File: config.mk
export PLATFORM = sky130hd
export DESIGN_NAME = icache_dm_refill
export DESIGN_NICKNAME = d
export VERILOG_FILES = /design/src/rtl/icache_dm_refill.sv
export SDC_FILE = /design/constraint.sdc
export NUM_CORES = 1
export LEC_CHECK = 0
export CAP_MARGIN = 20
export CORE_MARGIN = 10
export CORE_UTILIZATION = 65
export DETAILED_ROUTE_END_ITERATION = 8
export PLACE_DENSITY = 0.92
export RECOVER_POWER = 100
export SLEW_MARGIN = 20
export SYNTH_ARGS = -nofsm -noshare
export SYNTH_HDL_FRONTEND = slang
export SYNTH_SLANG_ARGS = --single-unit
export TNS_END_PERCENT = 100
File: constraint.sdc
create_clock -name clock -period 17 [get_ports clock]
set_input_delay 3.4 -clock clock [delete_from_list [all_inputs] [get_ports clock]]
set_output_delay 3.4 -clock clock [all_outputs]
set_load 0.02 [all_outputs]
File: src/rtl/icache_dm_refill.sv
// Direct-mapped instruction cache, one word per line, refilled from instruction
// memory on a miss through a req/ack handshake; includes flush and saturating hit/miss counters.
module icache_dm_refill #(
  parameter int ADDR_WIDTH  = 32,
  parameter int DATA_WIDTH  = 32,
  parameter int NUM_SETS    = 16,
  parameter int OFFSET_BITS = 3,
  parameter int CNT_WIDTH   = 16
) (
  input  logic                  clock,
  input  logic                  reset,
  input  logic [ADDR_WIDTH-1:0] pc,
  input  logic                  pc_valid,
  input  logic                  flush,
  output logic [DATA_WIDTH-1:0] instruction,
  output logic                  instr_valid,
  output logic                  stall,
  output logic                  mem_req,
  output logic [ADDR_WIDTH-1:0] mem_addr,
  input  logic                  mem_ack,
  input  logic [DATA_WIDTH-1:0] mem_data,
  output logic [CNT_WIDTH-1:0]  hit_count,
  output logic [CNT_WIDTH-1:0]  miss_count
);

  localparam int INDEX_BITS = $clog2(NUM_SETS);
  localparam int BLOCK_BITS = ADDR_WIDTH - OFFSET_BITS;
  localparam int TAG_BITS   = BLOCK_BITS - INDEX_BITS;
  localparam logic [ADDR_WIDTH-1:0] ALIGN_MASK = {{BLOCK_BITS{1'b1}}, {OFFSET_BITS{1'b0}}};

  typedef enum logic [1:0] {IDLE, REFILL, RESPOND} state_e;

  state_e                state_q, state_d;
  logic [DATA_WIDTH-1:0] instr_q, instr_d;
  logic                  instr_valid_q, instr_valid_d;
  logic                  stall_q, stall_d;
  logic                  mem_req_q, mem_req_d;
  logic [ADDR_WIDTH-1:0] mem_addr_q, mem_addr_d;
  logic [CNT_WIDTH-1:0]  hit_cnt_q, hit_cnt_d;
  logic [CNT_WIDTH-1:0]  miss_cnt_q, miss_cnt_d;
  logic                  flush_pend_q, flush_pend_d;
  logic [NUM_SETS-1:0]   valid_q, valid_d;
  logic                  refill_we;

  logic [TAG_BITS-1:0]   tag_mem  [NUM_SETS];
  logic [DATA_WIDTH-1:0] data_mem [NUM_SETS];

  logic [INDEX_BITS-1:0] idx_in, idx_lat;
  logic [TAG_BITS-1:0]   tag_in, tag_lat;
  logic                  lookup_hit;

  // The latched miss address doubles as the refill target, so no separate pc copy is kept.
  assign idx_in  = pc[OFFSET_BITS +: INDEX_BITS];
  assign tag_in  = pc[ADDR_WIDTH-1 -: TAG_BITS];
  assign idx_lat = mem_addr_q[OFFSET_BITS +: INDEX_BITS];
  assign tag_lat = mem_addr_q[ADDR_WIDTH-1 -: TAG_BITS];

  // A flush in the lookup cycle forces a miss even if the line was valid.
  assign lookup_hit = valid_q[idx_in] && (tag_mem[idx_in] == tag_in) && !flush;

  function automatic logic [CNT_WIDTH-1:0] sat_inc(input logic [CNT_WIDTH-1:0] v);
    return (v == '1) ? v : v + CNT_WIDTH'(1);
  endfunction

  always_comb begin
    // NOTE: every variable gets a default before the case so no path leaves it unassigned and infers a latch.
    state_d       = state_q;
    instr_d       = instr_q;
    instr_valid_d = 1'b0;
    stall_d       = stall_q;
    mem_req_d     = mem_req_q;
    mem_addr_d    = mem_addr_q;
    hit_cnt_d     = hit_cnt_q;
    miss_cnt_d    = miss_cnt_q;
    flush_pend_d  = flush_pend_q;
    valid_d       = valid_q;
    refill_we     = 1'b0;

    unique case (state_q)
      IDLE: begin
        if (flush) valid_d = '0;
        if (pc_valid) begin
          if (lookup_hit) begin
            instr_d       = data_mem[idx_in];
            instr_valid_d = 1'b1;
            hit_cnt_d     = sat_inc(hit_cnt_q);
          end else begin
            mem_req_d  = 1'b1;
            mem_addr_d = pc & ALIGN_MASK;
            stall_d    = 1'b1;
            miss_cnt_d = sat_inc(miss_cnt_q);
            state_d    = REFILL;
          end
        end
      end
      REFILL: begin
        if (flush) flush_pend_d = 1'b1;
        if (mem_ack) begin
          refill_we        = 1'b1;
          valid_d[idx_lat] = 1'b1;
          instr_d          = mem_data;
          mem_req_d        = 1'b0;
          state_d          = RESPOND;
        end
      end
      RESPOND: begin
        instr_valid_d = 1'b1;
        stall_d       = 1'b0;
        flush_pend_d  = 1'b0;
        state_d       = IDLE;
        // A flush seen at any point of the refill wipes everything, including the new line.
        if (flush || flush_pend_q) valid_d = '0;
      end
      default: state_d = IDLE;
    endcase
  end

  // NOTE: sequential state uses non-blocking assignments so every register samples pre-edge values.
  always_ff @(posedge clock or posedge reset) begin
    if (reset) begin
      state_q       <= IDLE;
      instr_q       <= '0;
      instr_valid_q <= 1'b0;
      stall_q       <= 1'b0;
      mem_req_q     <= 1'b0;
      mem_addr_q    <= '0;
      hit_cnt_q     <= '0;
      miss_cnt_q    <= '0;
      flush_pend_q  <= 1'b0;
      valid_q       <= '0;
    end else begin
      state_q       <= state_d;
      instr_q       <= instr_d;
      instr_valid_q <= instr_valid_d;
      stall_q       <= stall_d;
      mem_req_q     <= mem_req_d;
      mem_addr_q    <= mem_addr_d;
      hit_cnt_q     <= hit_cnt_d;
      miss_cnt_q    <= miss_cnt_d;
      flush_pend_q  <= flush_pend_d;
      valid_q       <= valid_d;
    end
  end

  // NOTE: tag/data arrays have no reset; the valid bits alone decide whether their contents are used.
  always_ff @(posedge clock) begin
    if (refill_we) begin
      tag_mem[idx_lat]  <= tag_lat;
      data_mem[idx_lat] <= mem_data;
    end
  end

  assign instruction = instr_q;
  assign instr_valid = instr_valid_q;
  assign stall       = stall_q;
  assign mem_req     = mem_req_q;
  assign mem_addr    = mem_addr_q;
  assign hit_count   = hit_cnt_q;
  assign miss_count  = miss_cnt_q;

endmodule

Word-level counts from Yosys, hierarchy flattened
Memory sizes are Yosys's and may differ from the RTL's.
Cells that the tools add are included.
- memories: 2
- flip-flop bits (word level): 115
- RAM bits: 912
- logic and storage cells: 82
- output and inout bits: 99
- mux-type cells: 30
- reductions and logical operators: 19
- add/sub/neg operators: 2
- equality and inequality tests: 12
- magnitude comparators: 3
- bitwise logic cells: 4
- memories (name ; words ; width ; read ports ; clocked after memory_dff ; write ports ; line ; source):
    data_mem ; 16 ; 32 ; 1 ; 0 ; 1 ; 46 ; logic [DATA_WIDTH-1:0] data_mem [NUM_SETS];
    tag_mem ; 16 ; 25 ; 1 ; 0 ; 1 ; 45 ; logic [TAG_BITS-1:0] tag_mem [NUM_SETS];
- operator list (cell ; number):
    $mux 32 ; 3
    $pmux 32 s2 ; 1
    $mux 16 ; 3
    $pmux 16 s3 ; 1
    $add 16x1->16 const B ; 2
    $eq 16x16->1 const B ; 2
    $eq 25x25->1 ; 1
    $reduce_and 4->1 ; 5
    $or 16x16->16 ; 1
    $ne 2x2->1 const B ; 7
    $mux 1 ; 12
    $lt 4x5->1 const B ; 2
    $reduce_and 3->1 ; 3
    $pmux 1 s2 ; 4
    $mux 2 ; 3
    $reduce_bool 2->1 ; 3
    $bmux 1 s4 ; 1
    $demux 1 s4 ; 1
    $ge 4x1->1 const B ; 1
    $pmux 2 s2 ; 1
    $logic_and 1x1->1 ; 3
    $not 1->1 ; 3
    $reduce_bool 3->1 ; 1
    $eq 2x1->1 const B ; 1
    other kinds (5) ; 5

Longest topological paths before layout
- depth in word-level cells: 7
- mapped depth: 15

Worst setup path after synthesis
OpenSTA, ideal clock, no wires.
- path type: input port to flip-flop
- start point: input port mem_ack
- end point: memory data_mem[0][0], enable pin
- slack: 8371 ps
- stages on the path: 4
- arrival time: 8084 ps
- setup time: 544 ps
- path through: inv_1 -> or2_2 -> or3_1 -> nor3_1
- word-level cells in the longest chain between the ends: 4
- ends and longest elaborated chain (item ; line ; source):
    start: declaration ; 20 ; input logic mem_ack,
    $mux 1 ; 98 ; if (mem_ack) begin
    $mux 1 ; 79 ; unique case (state_q)
    $mux 1 ; 147 ; if (refill_we) begin
    $mux 1 (not written as such) ; 149 ; data_mem[idx_lat] <= mem_data;
    end: declaration ; 46 ;
No other way between the ends.

Worst setup path after layout
- start point: input port pc[3]
- end point: register hit_cnt_q[1], in the netlist hit_count[1]
- word-level cells in the longest chain between the ends: 5
- elaborated cells between the ends (all ways): 7
- ends and longest elaborated chain (item ; line ; source):
    start: declaration ; 12 ; input logic [ADDR_WIDTH-1:0] pc,
    $mem_v2 16x25 / $bmux 1 s4 (equally long branches) ; n/a ;
    $eq 25x25->1 / $mux 1 (equally long branches) ; 59 ; assign lookup_hit = valid_q[idx_in] && (tag_mem[idx_in] == tag_in) && !flush;
    $logic_and 1x1->1 (*) (2 in a row) ; 59 ;
    $reduce_and 4->1 (no line) (*) ; n/a ;
    end signal: assignment ; 138 ; hit_cnt_q <= hit_cnt_d;
    end: declaration ; 39 ; logic [CNT_WIDTH-1:0] hit_cnt_q, hit_cnt_d;
Mark *: on every way between the ends. The rest lies on a longest branch, timed or not. The select of a mux whose other input is x is not followed.
A chain may end at the register's enable or synchronous reset.

==> run metrics <==
outcome=finished, violations left; failing checks=capacitance limit, slew limit; Port Buffers=~160; Post-Synth Simple-Gate Area=approximately 2.7%; post-route ant nets=0; critical path fanouts, max=between 50 and 60; final slew viol count=1133; worst slew pin tran=roughly 5300 ps; clk root buf=clkbuf_16; Post-synth EDFFs=a little over 900; NumNets Final=roughly 2200; max cap viols=31; R2R Path Start=state_q[1]; TritonCTS clock tree=built; setup TNS=0 ps; Leakage Power=between 15 and 20 nW; GR Util met2=between 40 and 50%; most used routing layer=met2; Die Ht=approximately 270 µm; CTS H-tree lvls=3; max_slew headroom=-253%; Post-CTS Setup Bufs=0; CTS Buf Count=between 90 and 100; clk sinks=1027; Compound-Gate Fraction of Synth Area=~1.4%; main combinational cell family by area after synthesis=multiplexers; initial antenna violation count=8; Die Wd=approximately 270 µm; number of global-route vias before repair=22181; Period minus WS final=about 11000 ps; Initial DRC Count=around 3200; placer congestion estimate=about 0.9; ys flop type=edfxtp_1; Synth Cell Area=just over 40000 µm²; Adder-Cell Fraction of Synth Area=0.0619%; global-route wire length before repair=approximately 150 mm; layout cells sized above 1=a little under a quarter; syn_area_per_cell=21.5 µm²; mux share of post-synthesis cell area=about 18%; fillers=3120; hold_ws=495 ps; worst hold start=miss_count[12]; final worst-path cycle share=between 60% and 70%; yosys warns=0; Critical Path RT=~18000 ps; sequential share of the synthesized area=between 70% and 80%; cell taking the most area after synthesis=edfxtp_1; Power Density=about 130 nW/µm²; vias post-DR=approximately 21000; # IOs=between 150 and 200; hold buffers post-CTS=0; cells after synthesis=around 1900; Starting Density=between 60% and 70%; Netlist cell types=67; CP arrival=approximately 12000 ps; crit path launch=pc[3]; grt met3 use=under 10%; Hold Path Class=reg2reg; # DRC=0; drt total wl=approximately 100 mm; Clock Pin Slew Worst Setup and Hold Paths=~60 ps; die area=slightly above 70000 µm²; worst skew pair latency=670 ps; CTS resizes=0; FFs w/ async S/R, synth=between 10% and 20%; area delta synth->final=13.8%; All-Layer GR Usage=approximately 29%; RSZ-0062 raised after global routing=false; Critical Path Source Type=input port; maximum VDD drop=about 0.00011 V; final setup violation count=0; wire per inst=~34 µm; Core Rows=91; DP HPWL=around 53 mm; DR pass1 iterations=6; crit path capture type=register; flops & latches, synth=1027; top cell type's share of synthesized area=about two thirds; Clock Path Buffers=3; total grt overflow=0; M1 GR Usage=between 30% and 40%; pin count of the biggest net entering global routing=approximately 130; cells taking the most area after synthesis=edfxtp_1, mux4_2, dfrtp_1; Final Hold Viols=0; CP Class=in2reg; maximum clock rate=around 0.088 GHz; vias per inst=approximately 7.0; xor and xnor area share after synthesis=roughly 1.1%; core footprint=just over 60000 µm²; Clock Skews=between 20 and 30 ps
## worst paths after layout
| path | endpoint | slack [ps] | cells past startpoint |
|---|---|---|---|
| setup / recovery | hit_count[1] | 5650 | 10 |
| hold / removal | miss_count[12] | 500 | 1 |
| setup reg to reg | tag_mem[7][15] | 9780 | 7 |
| hold reg to reg | miss_count[12] | 500 | 1 |
| max in group asynchronous | mem_addr[20] | 8430 | 3 |
| min in group asynchronous | instruction[13] | 4210 | 2 |
## cells in the mapped netlist, drive strengths merged, types with 3 or more instances
cell type  number
a2111oi         4
a21oi          10
a221oi         14
a22oi           8
a31oi           5
and2            4
and3           15
buf            60
clkbuf         33
dfrtp         115
edfxtp        912
inv            13
mux2          100
mux2i          62
mux4          250
nand2          29
nand2b          9
nand3          31
nand4          10
nor2           60
nor2b           7
nor3           16
nor4           14
o21ai           8
o31ai           3
or2             4
xnor2          33
xor2           18
## cell usage in the layout (no fill, tap or decap), types with 20 or more instances in the layout
master             n
nand2_1           29
clkdlybuf4s50_1   26
clkbuf_16         96
edfxtp_1         912
mux2i_1           62
mux4_2           250
xnor2_1           33
nor2_1            56
mux2_1            26
clkbuf_1          39
dlygate4sd3_1    131
dfrtp_1          115
mux2_2            73
clkinv_2          20
nand3_1           31
## report_power, final
part           total [mW]  leakage [nW]  internal, mW  switching, mW
sequential           3.20          9.64          3.02          0.179
combinational       0.718          4.02         0.300          0.418
clock                2.22          1.61          1.28          0.943
## critical path: stages
cell and delay (ps):
clkbuf_1 3630, buf_4 930, inv_1 640, mux4_2 480
xnor2_1 480, nand4_1 180, nor4_1 490, nand4_1 740
nor2_1 410, mux2_1 370
## final cells by class
class	count	area, µm²	area share, %
Timing Repair Buffer	197	1830	3.97
Multi-Input combinational cell	750	9520	20.7
Tap cell	837	1050	2.28
Antenna cell	5	12.5	0.0272
Clock buffer	126	2660	5.77
Sequential cell	1027	30300	65.8
Inverter	15	57.6	0.125
Clock inverter	56	619	1.35
## sequential cells by signal, summed over array words and instances (netlist names)
name and flops:
mem_req 1, stall 1, mem_addr 29, instr_valid 1
data_mem 512, hit_count 16, instruction 32, valid_q 16
state_q 2, tag_mem 400, miss_count 16, flush_pend_q 1
## metal layers
metal / wire [µm] / vias up
li1: - / 8208
met3: 10400 / 343
met5: 41 / -
met1: 34300 / 10931
met4: 4590 / 6
met2: 54400 / 1744
## per-stage QoR
stage                     power, mW  std cells  utilization (%)  area, µm²  setup WS [ps]
after floorplan                3.62       1885                -      40400           8370
after global placement         3.94       2825             69.8      43000           8620
after detailed placement       4.00       2825             69.8      43000           8440
after CTS                      6.20       3007             75.1      46200           9030
after global routing           6.30       3012             74.7      46000           4940
final                          6.14       3013             74.7      46000           5650
## kinds of logic after synthesis
kind of cell,after synthesis
simple gates,209
buf+inv,108
other cells,1
fa+ha+maj,2
xor+xnor,51
compound gates,73
flops,1027
mux,412
No activity file was read; power rests on OpenSTA's default activity.
==> patch 1, RTL diff (config.mk and constraints unchanged) <==
Register the output `miss_count` once more; this adds one clock of latency there. The other outputs are not delayed to match.
--- a/src/rtl/icache_dm_refill.sv
+++ b/src/rtl/icache_dm_refill.sv
@@ -157,5 +157,7 @@
   assign mem_addr    = mem_addr_q;
   assign hit_count   = hit_cnt_q;
-  assign miss_count  = miss_cnt_q;
+  always_ff @(posedge clock) begin
+    miss_count <= miss_cnt_q;
+  end
 
 endmodule
Behaviour: not the same (a bounded check fails within 4 cycles, from zero or initial values and one cycle with reset high).
==> patch 1 against the original RTL <==
- the run still ends with max-capacitance violations, max-slew violations left
- sequential cell count rose by 16
- power rose by 1.9%
- synthesized area rose by 1.1%
- setup slack got worse by 1.1 ns
- routed wire length rose by 3.4%
- synthesized cell count rose by 6.5%
- clock power barely moved
- clock skew barely moved
- final area rose by 1.1%
- non-clock buffer count rose by 9
- largest cell class unchanged
- largest power group unchanged
- highest routed layer unchanged
==> patch 1: results (changes against the original RTL) <==
metric,value,unit,change
status,"finished, violations left",,
failing checks,"max-capacitance violations, max-slew violations",,
post-synthesis compound-gate area fraction,1.21,%,-0.19 points
router iterations before antenna repair,7,,+1
peak supply drop,0.000102,V,-8.1%
Slew Limit Fails,1142,,+0.79%
layout cells sized above 1,19.4,%,-4.2 points
Worst Tran Pin Value,4.09,ns,-1.22 ns
via count,22100,,+4.2%
sequential share of the synthesized area,74.8,%,about the same
Synth Area in XOR/XNOR,1.11,%,+0.0061 points
clock latency on the worst-skew pair,0.67,ns,about the same
clock-pin slew on the worst setup and hold paths,0.06,ns,about the same
maxcap violations,39,,+26%
Syn Area/Cell,20.4,sq um,-5.0%
gp weighted congestion,0.901,,about the same
Critical Path AT,12.94,ns,+1.06 ns
post-cts repair resize count,0,,unchanged
HPWL after detailed placement,55800,um,+5.3%
Post-Synth Adder-Cell Area,0.0612,%,-0.00069 points
met3 Usage GRT,6.84,%,+1.3 points
fin cells,3143,,+4.3%
max incr delay on CP,1.89,ns,-1.74 ns
maximum number of pins on one net before global-route repair,100,,-20%
Worst Path Max Fanout,62,,+5.1%
CTS buffer count,100,,+4.2%
Net Sw Power,1.61,mW,+4.7%
Clock Skews,0.0263,ns,-0.000229 ns
Cells after DPL,2946,,+4.3%
Hold Startpoint,miss_cnt_q[15],,
Lkg Pwr,15.7,nW,+2.6%
fraction of registers with async set/reset,11.0,%,-0.17 points
DP Worst Slack,8.08,ns,-0.355 ns
# nets final,2287,,+6.0%
GRT Total Usage,29.2,%,+0.57 points
Area contributors post-synth,"edfxtp_1 (67%), mux4_2 (13%), dfrtp_1 (7.0%), mux2i_1 (1.3%), nand2_1 (1.3%)",,
mux cell area share after synthesis,17.1,%,-1.3 points
first-pass GRT wire length,156000,um,+2.1%
vias in the first global route,23400,,+5.3%
"top cells by count, synth","edfxtp_1 (912), mux4_2 (241), nand2_1 (141), dfrtp_1 (115), nor2_1 (70)",,
initial antenna violation count,12,,+4
Clk Tree Root Cell,clkbuf_16,,
Detailed Route Iter0 Violations,3362,,+3.7%
Unique masters post-synth,73,,+9.0%
GR Util met2,48.6,%,-0.62 points
wire per inst,34.1,um,-0.90%
CP startpoint,pc[6],,
RR Startpoint,state_q[0],,
grt met1 use,35.9,%,+0.31 points
[patch 1: changes by cell type after synthesis, moves of 15 or more]
| cell | unedited run | this run |
|---|---|---|
| nand2_1 | 29 | 141 |
| dfxtp_1 | 0 | 16 |
| mux2_2 | 74 | 30 |
| mux2_4 | 25 | 1 |
| nor3_1 | 16 | 31 |
| mux2_1 | 1 | 30 |
[patch 1: cell type report]
class	count	area, sq um
Multi-Input combinational cell	851	9700
Timing Repair Buffer	206	1850
Antenna cell	6	15.0
Clock buffer	118	2620
Sequential cell	1043	30600
Tap cell	837	1050
Inverter	14	55.1
Fill cell	3128	15500
Clock inverter	68	628
[patch 1: layer usage]
layer,vias to the layer above,part of all wire [%]
met1,11300,33
met4,10,5.5
met5,-,0.051
li1,8588,-
met2,1824,50
met3,444,12
[patch 1: cells by family (layout without fill, tap and decap cells)]
logic type / after synthesis / in the layout
other: 1 / 9
muxes: 370 / 370
buffers and inverters: 113 / 406
AOI/OAI and AO/OA: 66 / 66
adders and majority gates: 2 / 2
and+or+nand+nor: 359 / 359
xor gates and xnor gates: 51 / 51
DFF: 1043 / 1043
[patch 1: critical path, delay by kind of cell]
kind            cells  cell delay [ns]
buf+inv             5             6.02
mux                 3             1.29
compound gates      1             0.31
simple gates        3             1.33
xor+xnor            1             0.51
[patch 1: power groups by stage]
stage / Combinational, mW / Sequential [mW] / Clock (mW)
global route: 0.793 / 3.31 / 2.32
CTS: 0.796 / 3.28 / 2.22
finish: 0.756 / 3.28 / 2.22
global placement: 0.747 / 3.29 / 0
detailed placement: 0.777 / 3.32 / 0
floorplan: 0.323 / 3.35 / 0
[patch 1: worst paths after layout]
| kind | endpoint | slack, ns | depth (start not counted) |
|---|---|---|---|
| max in group asynchronous | instruction[28] | 8.49 | 3 |
| worst min register to register | miss_count[15] | 0.39 | 0 |
| worst max register to register | tag_mem[5][2] | 9.63 | 8 |
| min in group asynchronous | instruction[10] | 4.17 | 2 |
| worst max-delay path | instruction[20] | 4.59 | 13 |
| worst min-delay path | miss_count[15] | 0.39 | 0 |
[patch 1: through the flow]
stage	hold WS, ns	instance area (sq um)
after global routing	0.400	46500
after global placement	0.360	43400
after CTS	0.388	46700
after detailed placement	0.375	43400
final	0.390	46500
after floorplan	0.347	40900
==> patch 2, RTL diff (same settings) <==
Without the edit above. The parameter `ADDR_WIDTH` goes from 32 to 28.
--- a/src/rtl/icache_dm_refill.sv
+++ b/src/rtl/icache_dm_refill.sv
@@ -2,5 +2,5 @@
 // memory on a miss through a req/ack handshake; includes flush and saturating hit/miss counters.
 module icache_dm_refill #(
-  parameter int ADDR_WIDTH  = 32,
+  parameter int ADDR_WIDTH  = 28,
   parameter int DATA_WIDTH  = 32,
   parameter int NUM_SETS    = 16,
Ports: changed (resized mem_addr and pc); port bits go from 168 to 160. The function was not compared with the original's and may differ.
==> patch 2 against the original RTL <==
- the flow still finishes with violations (max-capacitance violations, max-slew violations)
- setup slack worse by 1.1 ns
- first-iteration DRC count fell by 14%
- maximum frequency fell by 8.7%
- final area down 7.3%
- sequential cell count shrank 68
- count of clock-buffer cells in the layout fell by 1
- power shrank 5.6%
- routed wire length down 7.4%
- synthesized area shrank 7.6%
- synthesized cell count decreased by 4.6%
- highest routed layer unchanged
==> patch 2: results (changes against the original RTL) <==
metric,value,unit,change
status,"finished, violations left",,
failing checks,"max-capacitance violations, max-slew violations",,
Critical Path AT,12.95,ns,+1.07 ns
Slew Limit Fails,1168,,+3.1%
Lkg Pwr,14.0,nW,-8.2%
CTS buffer count,90,,-6.3%
Clock Skews,0.0304,ns,+0.00390 ns
port bufs,153,,-5.0%
maximum number of pins on one net before global-route repair,89,,-29%
reg-to-reg endpoint,data_mem[2][23],,
Final Routed Wirelength,96000,um,-7.4%
fraction of registers with async set/reset,11.6,%,+0.38 points
worst reg2reg setup slack,9.66,ns,-0.12 ns
Worst Hold Slack,0.495,ns,+0.000291 ns
mux cell area share after synthesis,16.7,%,-1.8 points
wire per inst,34.1,um,-0.86%
Cells after DPL,2643,,-6.4%
first-pass GRT wire length,141000,um,-7.5%
via count,20000,,-6.0%
Hold Startpoint,hit_count[5],,
router iterations before antenna repair,5,,-1
Detailed Route Iter0 Violations,2773,,-14%
gp weighted congestion,0.779,,-13%
hold worst-path end,hit_count[5],,
initial antenna violation count,4,,-4
Unique masters post-synth,57,,-15%
placed cell area,39700,sq um,-7.6%
sequential share of the synthesized area,75.6,%,+0.77 points
Reg2Reg Depth,8,,+1
Area contributors post-synth,"edfxtp_1 (68%), mux4_2 (14%), dfrtp_1 (7.4%), nor3_1 (1.4%), mux2i_1 (1.3%)",,
maxcap violations,29,,-6.5%
HPWL after detailed placement,46600,um,-12%
[patch 2: worst max-delay path by stage]
stage / slack [ns] / startpoint / end
floorplan: 8.88 / mem_ack / data_mem[0][0]
global placement: 7.99 / pc[3] / instruction[15]
detailed placement: 7.82 / pc[3] / instruction[6]
CTS: 8.39 / pc[3] / instruction[4]
global route: 4.35 / pc[4] / instruction[8]
finish: 4.57 / pc[4] / instruction[4]
[patch 2: cell type report]
cell class | instances | share of cell area [%]
multi-input cells | 733 | 20.2
clock inverters | 42 | 1.17
diodes | 3 | 0.0176
flip-flops and latches | 959 | 66.2
inverters | 12 | 0.109
repair buffers | 184 | 4.04
clock buffers | 125 | 6.05
well taps | 756 | 2.22
[patch 2: cells by family (layout without fill, tap and decap cells)]
group,after synthesis,after routing
AOI/OAI and AO/OA,43,43
xor gates and xnor gates,55,55
adders and majority gates,2,2
buffers and inverters,106,363
DFF,959,959
muxes,323,323
other,1,6
and+or+nand+nor,307,307
[patch 2: layer usage]
| metal | track usage [%] | share of wire, % |
|---|---|---|
| met5 | 0 | 0.020 |
| met1 | 37.3 | 34 |
| met3 | 6.13 | 12 |
| met4 | 12.3 | 4.1 |
| met2 | 47.7 | 51 |
[patch 2: report_power, final]
group          internal [mW]  switching, mW  leakage, nW
combinational          0.275          0.403         3.52
sequential              2.83          0.182         8.99
clock                   1.23          0.871         1.50
[patch 2: critical path: stages]
cell and delay [ns]:
clkbuf_8 0.54, clkbuf_1 3.38, mux4_2 0.84, a22oi_1 0.26, nand3_1 0.14, xnor2_1 0.27
nand4_1 0.16, nor4_1 1.53, nand2_1 1.24, buf_4 0.59, nor3_1 0.30, nor3_1 0.08
